`config.mk`:
```
export PLATFORM = sky130hd
export DESIGN_NAME = wb_ram_arbiter
export DESIGN_NICKNAME = d
export VERILOG_FILES = /design/src/rtl/wb_ram_arbiter_pkg.sv /design/src/rtl/wb_ram_arbiter_watchdog.sv /design/src/rtl/wb_ram_arbiter.sv
export SDC_FILE = /design/constraint.sdc
export NUM_CORES = 1
export LEC_CHECK = 0
export CAP_MARGIN = 10
export CORE_AREA = 3 3 101 103
export DETAILED_ROUTE_END_ITERATION = 8
export DIE_AREA = 0 0 104 106
export GPL_ROUTABILITY_DRIVEN = 0
export GPL_TIMING_DRIVEN = 0
export PLACE_DENSITY = 0.67
export SLEW_MARGIN = 30
export SYNTH_ARGS = -nofsm -noshare
export SYNTH_HDL_FRONTEND = slang
export SYNTH_SLANG_ARGS = --single-unit
```
`constraint.sdc`:
```
create_clock -name wb_clk_i -period 3 [get_ports wb_clk_i]
set_input_delay 0.6 -clock wb_clk_i [delete_from_list [all_inputs] [get_ports wb_clk_i]]
set_output_delay 0.6 -clock wb_clk_i [all_outputs]
set_load 0.02 [all_outputs]
```
`src/rtl/wb_ram_arbiter_pkg.sv`:
```
// Shared types for the 2:1 Wishbone RAM arbiter.
// Grant states are one-hot, so the state register doubles as grant_o.
package wb_ram_arbiter_pkg;

    localparam int WDOG_W = 8;

    typedef enum logic [1:0] {
        IDLE = 2'b00,
        G0   = 2'b01,
        G1   = 2'b10
    } state_e;

endpackage

```
`src/rtl/wb_ram_arbiter_watchdog.sv`:
```
// Bus watchdog: counts strobed cycles without ack and flags a timeout.
// A same-cycle ack always suppresses the fire.
module wb_watchdog
    import wb_ram_arbiter_pkg::*;
#(
    parameter int W       = WDOG_W,
    parameter int TIMEOUT = 15
) (
    input  logic clk,
    input  logic rst_n,
    input  logic clr,
    input  logic en,
    input  logic ack,
    output logic fire
);

    logic [W-1:0] cnt;

    always_ff @(posedge clk) begin
        if (!rst_n) begin
            cnt <= '0;
        end else if (clr || ack) begin
            cnt <= '0;
        end else if (en) begin
            cnt <= cnt + 1'b1;
        end
    end

    assign fire = en && !ack && (cnt == W'(TIMEOUT - 1));

endmodule

```
`src/rtl/wb_ram_arbiter.sv`:
```
// 2:1 Wishbone classic arbiter sharing one RAM slave between fetch (m0) and
// load/store (m1); grant is locked per bus cycle, round-robin on ties.
module wb_ram_arbiter
    import wb_ram_arbiter_pkg::*;
#(
    parameter int ADDR_WIDTH = 16,
    parameter int TIMEOUT    = 15
) (
    input  logic                  wb_clk_i,
    input  logic                  wb_rst_ni,
    input  logic [ADDR_WIDTH-3:0] m0_adr_i,
    input  logic [31:0]           m0_dat_i,
    output logic [31:0]           m0_dat_o,
    input  logic                  m0_we_i,
    input  logic [3:0]            m0_sel_i,
    input  logic                  m0_stb_i,
    input  logic                  m0_cyc_i,
    output logic                  m0_ack_o,
    output logic                  m0_err_o,
    input  logic [ADDR_WIDTH-3:0] m1_adr_i,
    input  logic [31:0]           m1_dat_i,
    output logic [31:0]           m1_dat_o,
    input  logic                  m1_we_i,
    input  logic [3:0]            m1_sel_i,
    input  logic                  m1_stb_i,
    input  logic                  m1_cyc_i,
    output logic                  m1_ack_o,
    output logic                  m1_err_o,
    output logic [ADDR_WIDTH-3:0] s_adr_o,
    output logic [31:0]           s_dat_o,
    input  logic [31:0]           s_dat_i,
    output logic                  s_we_o,
    output logic [3:0]            s_sel_o,
    output logic                  s_stb_o,
    output logic                  s_cyc_o,
    input  logic                  s_ack_i,
    output logic [1:0]            grant_o
);

    state_e state;
    logic   last_grant;   // 0 = m0 was last served, 1 = m1
    logic   active, sel1, mx_cyc, mx_stb, fire, rel;

    assign active = (state != IDLE);
    assign sel1   = (state == G1);
    assign mx_cyc = sel1 ? m1_cyc_i : m0_cyc_i;
    assign mx_stb = sel1 ? m1_stb_i : m0_stb_i;
    assign rel    = active && (!mx_cyc || fire);

    // Clearing while idle or releasing means the count is 0 on every grant entry.
    wb_watchdog #(.W(WDOG_W), .TIMEOUT(TIMEOUT)) u_wdog (
        .clk   (wb_clk_i),
        .rst_n (wb_rst_ni),
        .clr   (!active || rel),
        .en    (active && mx_stb),
        .ack   (s_ack_i),
        .fire  (fire)
    );

    always_ff @(posedge wb_clk_i) begin
        if (!wb_rst_ni) begin
            state      <= IDLE;
            last_grant <= 1'b1;
        end else begin
            case (state)
                IDLE: begin
                    if (m0_cyc_i && m1_cyc_i) state <= last_grant ? G0 : G1;
                    else if (m0_cyc_i)        state <= G0;
                    else if (m1_cyc_i)        state <= G1;
                end
                G0: if (rel) begin
                    last_grant <= 1'b0;
                    state      <= m1_cyc_i ? G1 : IDLE;
                end
                G1: if (rel) begin
                    last_grant <= 1'b1;
                    state      <= m0_cyc_i ? G0 : IDLE;
                end
                default: state <= IDLE;
            endcase
        end
    end

    assign grant_o = state;

    assign s_adr_o = sel1 ? m1_adr_i : m0_adr_i;
    assign s_dat_o = sel1 ? m1_dat_i : m0_dat_i;
    assign s_sel_o = sel1 ? m1_sel_i : m0_sel_i;
    assign s_we_o  = active && (sel1 ? m1_we_i : m0_we_i);
    assign s_cyc_o = active && mx_cyc;
    assign s_stb_o = active && mx_stb && !fire;

    // Acks seen while idle or routed to the other master are simply dropped.
    assign m0_ack_o = wb_rst_ni && (state == G0) && s_ack_i;
    assign m1_ack_o = wb_rst_ni && (state == G1) && s_ack_i;
    assign m0_err_o = wb_rst_ni && (state == G0) && fire;
    assign m1_err_o = wb_rst_ni && (state == G1) && fire;

    assign m0_dat_o = s_dat_i;
    assign m1_dat_o = s_dat_i;

endmodule
```
==> results.json <==
{
  "syn-cell-area_sq_um": 1740,
  "worstHoldPathType": "flop to flop",
  "grt_pass1_wl_mm": 12.9,
  "final.period_utilization_pct": 96.6,
  "cts-root-buf": "clkbuf_8",
  "clock_path_buffers": 2,
  "ioPinCount": 264,
  "whs_ns": 0.534,
  "htreeDepth": 1,
  "rsz0062_at_grt": "no",
  "coreArea_sq_um": 9280,
  "drtPass1Iterations": 4,
  "numCtsBuffers": 3,
  "drive_gt1_share_pct": 30.3,
  "wl_per_cell_um": 15.3,
  "period_minus_slack_ns": 2.90,
  "num-nets-final": 580,
  "cts_tree": "built",
  "power_mw": 1.02,
  "async_flop_share_pct": 0,
  "gr-max-usage-layer": "met2",
  "met3_usage_pct": 5.22,
  "synth.most_common_cell": "buf_4",
  "crit_arrival_ns": 2.30,
  "ys_seq_elements": 11,
  "synth_commonest_cells": "64 x buf_4, 50 x mux2_2, 11 x dfxtp_1, 10 x nor2_1, 8 x nand2_1",
  "n_fill_cell": 950,
  "synth_top_area_share_pct": 32.3,
  "grt_overflow": 0,
  "synth_cell_types": 29,
  "syn_avg_cell_area_sq_um": 8.80,
  "tns_ns": 0,
  "maxSlewHeadroom_pct": 73.3,
  "wirelength_mm": 8.67,
  "grt_use_total_pct": 14.6,
  "max_freq_mhz": 345,
  "setup.worst_path.end_class": "output pin",
  "dp_hpwl_mm": 7.83,
  "portBuffers": 231,
  "drtAntennaViolNets": 0,
  "start_util_pct": 18.8,
  "met2_usage_pct": 29.5,
  "die_w_um": 104,
  "drt_iter0_drc": 43,
  "leakage_nw": 1.69,
  "grt_max_degree": 11,
  "status": "complete, no violations",
  "syn2layout_area_growth_pct": 147,
  "clock-sinks": 11,
  "ctsHoldBuffers": 0,
  "cp.required_ns": 2.40,
  "gr-usage-met1_pct": 13.9,
  "crit_path_start_kind": "primary input",
  "rows": 35,
  "die_h_um": 106,
  "clk_pin_slew_ns": 0.05,
  "fin_skew_ns": 0.00301,
  "synth_enable_flop_cells": 0,
  "worst_pin_slew_ns": 0.400,
  "drv_slew": 0,
  "irDropWorstVdd_v": 0.0000906,
  "cp_max_fo": 6,
  "vias": 2258,
  "crit_type": "primary input to output pin",
  "num_antenna_cells": 0,
  "synthCells": 198,
  "synth.area.top_cells": "mux2_2 32%, buf_4 28%, dfxtp_1 13%, xnor2_1 3.5%, nor2_1 2.2%",
  "setup_viol": 0,
  "power.density_nw_per_um2": 238,
  "synthFlopType": "dfxtp_1",
  "die_area_sq_um": 11000,
  "via_per_inst": 4.00,
  "clk_latency_ns": 0.24,
  "synth-seq-area-share_pct": 12.6,
  "drc_errors": 0,
  "synth_area_leader_cell": "mux2_2",
  "antenna_found_initial": 0,
  "grt_pass1_vias": 2438,
  "cap_violations": 0,
  "ys_warn_count": 0,
  "finalHoldViolations": 0,
  "syn-num-nets": 341
}
-- registers in the layout, indices dropped and copies added (netlist names) --
| name | count |
|---|---|
| grant_o | 2 |
| last_grant | 1 |
| u_wdog.cnt | 8 |
-- per-stage QoR --
step	util, %	cell area (sq um)	cells	setup WS (ns)
CTS	46.2	4290	565	0.0101
floorplan	-	1740	198	0.612
global placement	45.4	4220	558	-0.264
finish	46.3	4300	565	0.102
global route	46.3	4300	565	0.0343
detailed placement	45.4	4220	558	-0.273
-- cell families after synthesis --
| group | synth area share (%) |
|---|---|
| xor+xnor | 3.52 |
| mux | 32.3 |
| flops | 12.6 |
| buf+inv | 30.1 |
| simple gates | 10.8 |
| fa+ha+maj | 1.44 |
| compound gates | 9.26 |
-- placed cells by master (no fill, tap or decap), drive strengths merged --
master | synthesis | layout
nand2 | 8 | 8
clkdlybuf4s50 | 0 | 228
a2111o | 1 | 1
ha | 2 | 2
a211oi | 4 | 4
nand4b | 2 | 2
a21oi | 3 | 3
o21ai | 4 | 4
and3 | 4 | 4
mux2 | 50 | 50
a31oi | 1 | 1
a41oi | 1 | 1
clkbuf | 2 | 10
o31a | 1 | 1
nand3 | 5 | 5
buf | 69 | 68
nand3b | 1 | 1
xnor2 | 7 | 7
a2111oi | 1 | 1
inv | 3 | 3
nand4 | 1 | 1
dfxtp | 11 | 11
dlygate4sd2 | 0 | 2
dlymetal6s2s | 0 | 1
or2 | 1 | 1
a22o | 2 | 2
or4b | 1 | 1
o2111ai | 1 | 1
nor2b | 2 | 2
nor2 | 10 | 10
-- power by group --
group          switching, mW  internal (mW)
registers            0.00480          0.150
logic                  0.288          0.433
clock network         0.0544         0.0932
-- worst max-delay path, stage by stage --
cell and delay (ns):
clkdlybuf4s50_1 0.58, nor2b_1 0.32, and3_1 0.20, clkdlybuf4s50_1 0.60
-- worst paths after layout --
| check | from | end | slack [ns] | cells after the start |
|---|---|---|---|---|
| setup / recovery | wb_rst_ni | m0_ack_o | 0.10 | 4 |
| hold / removal | u_wdog.cnt[7] | u_wdog.cnt[7] | 0.53 | 2 |
| setup reg to reg | u_wdog.cnt[1] | u_wdog.cnt[1] | 0.95 | 6 |
| hold reg to reg | u_wdog.cnt[7] | u_wdog.cnt[7] | 0.53 | 2 |
-- routing by layer --
layer / up-vias / part of all wire (%) / routed length, um
met3: 8 / 9.5 / 820
met5: - / 0 / 0
met1: 1039 / 32 / 2740
met4: 0 / 1.4 / 123
li1: 1102 / - / -
met2: 109 / 57 / 4980
-- area by class of cell --
cell class                 count  area (sq um)  share of cell area (%)
tap                          129           161                    3.75
multi-input combinational    113           998                    23.2
inverter                       3          11.3                   0.262
buffer                        71           529                    12.3
clock buffer                   4          45.0                    1.05
timing repair buffer         234          2330                    54.3
sequential                    11           221                    5.15
-- repair_timing --
action	in CTS	in global routing
resized for setup	4	8
pin swaps	2	0
endpoints found under the setup margin	53	47
buffers inserted	3	0
Note: power is estimated with default switching activity, not from simulation.
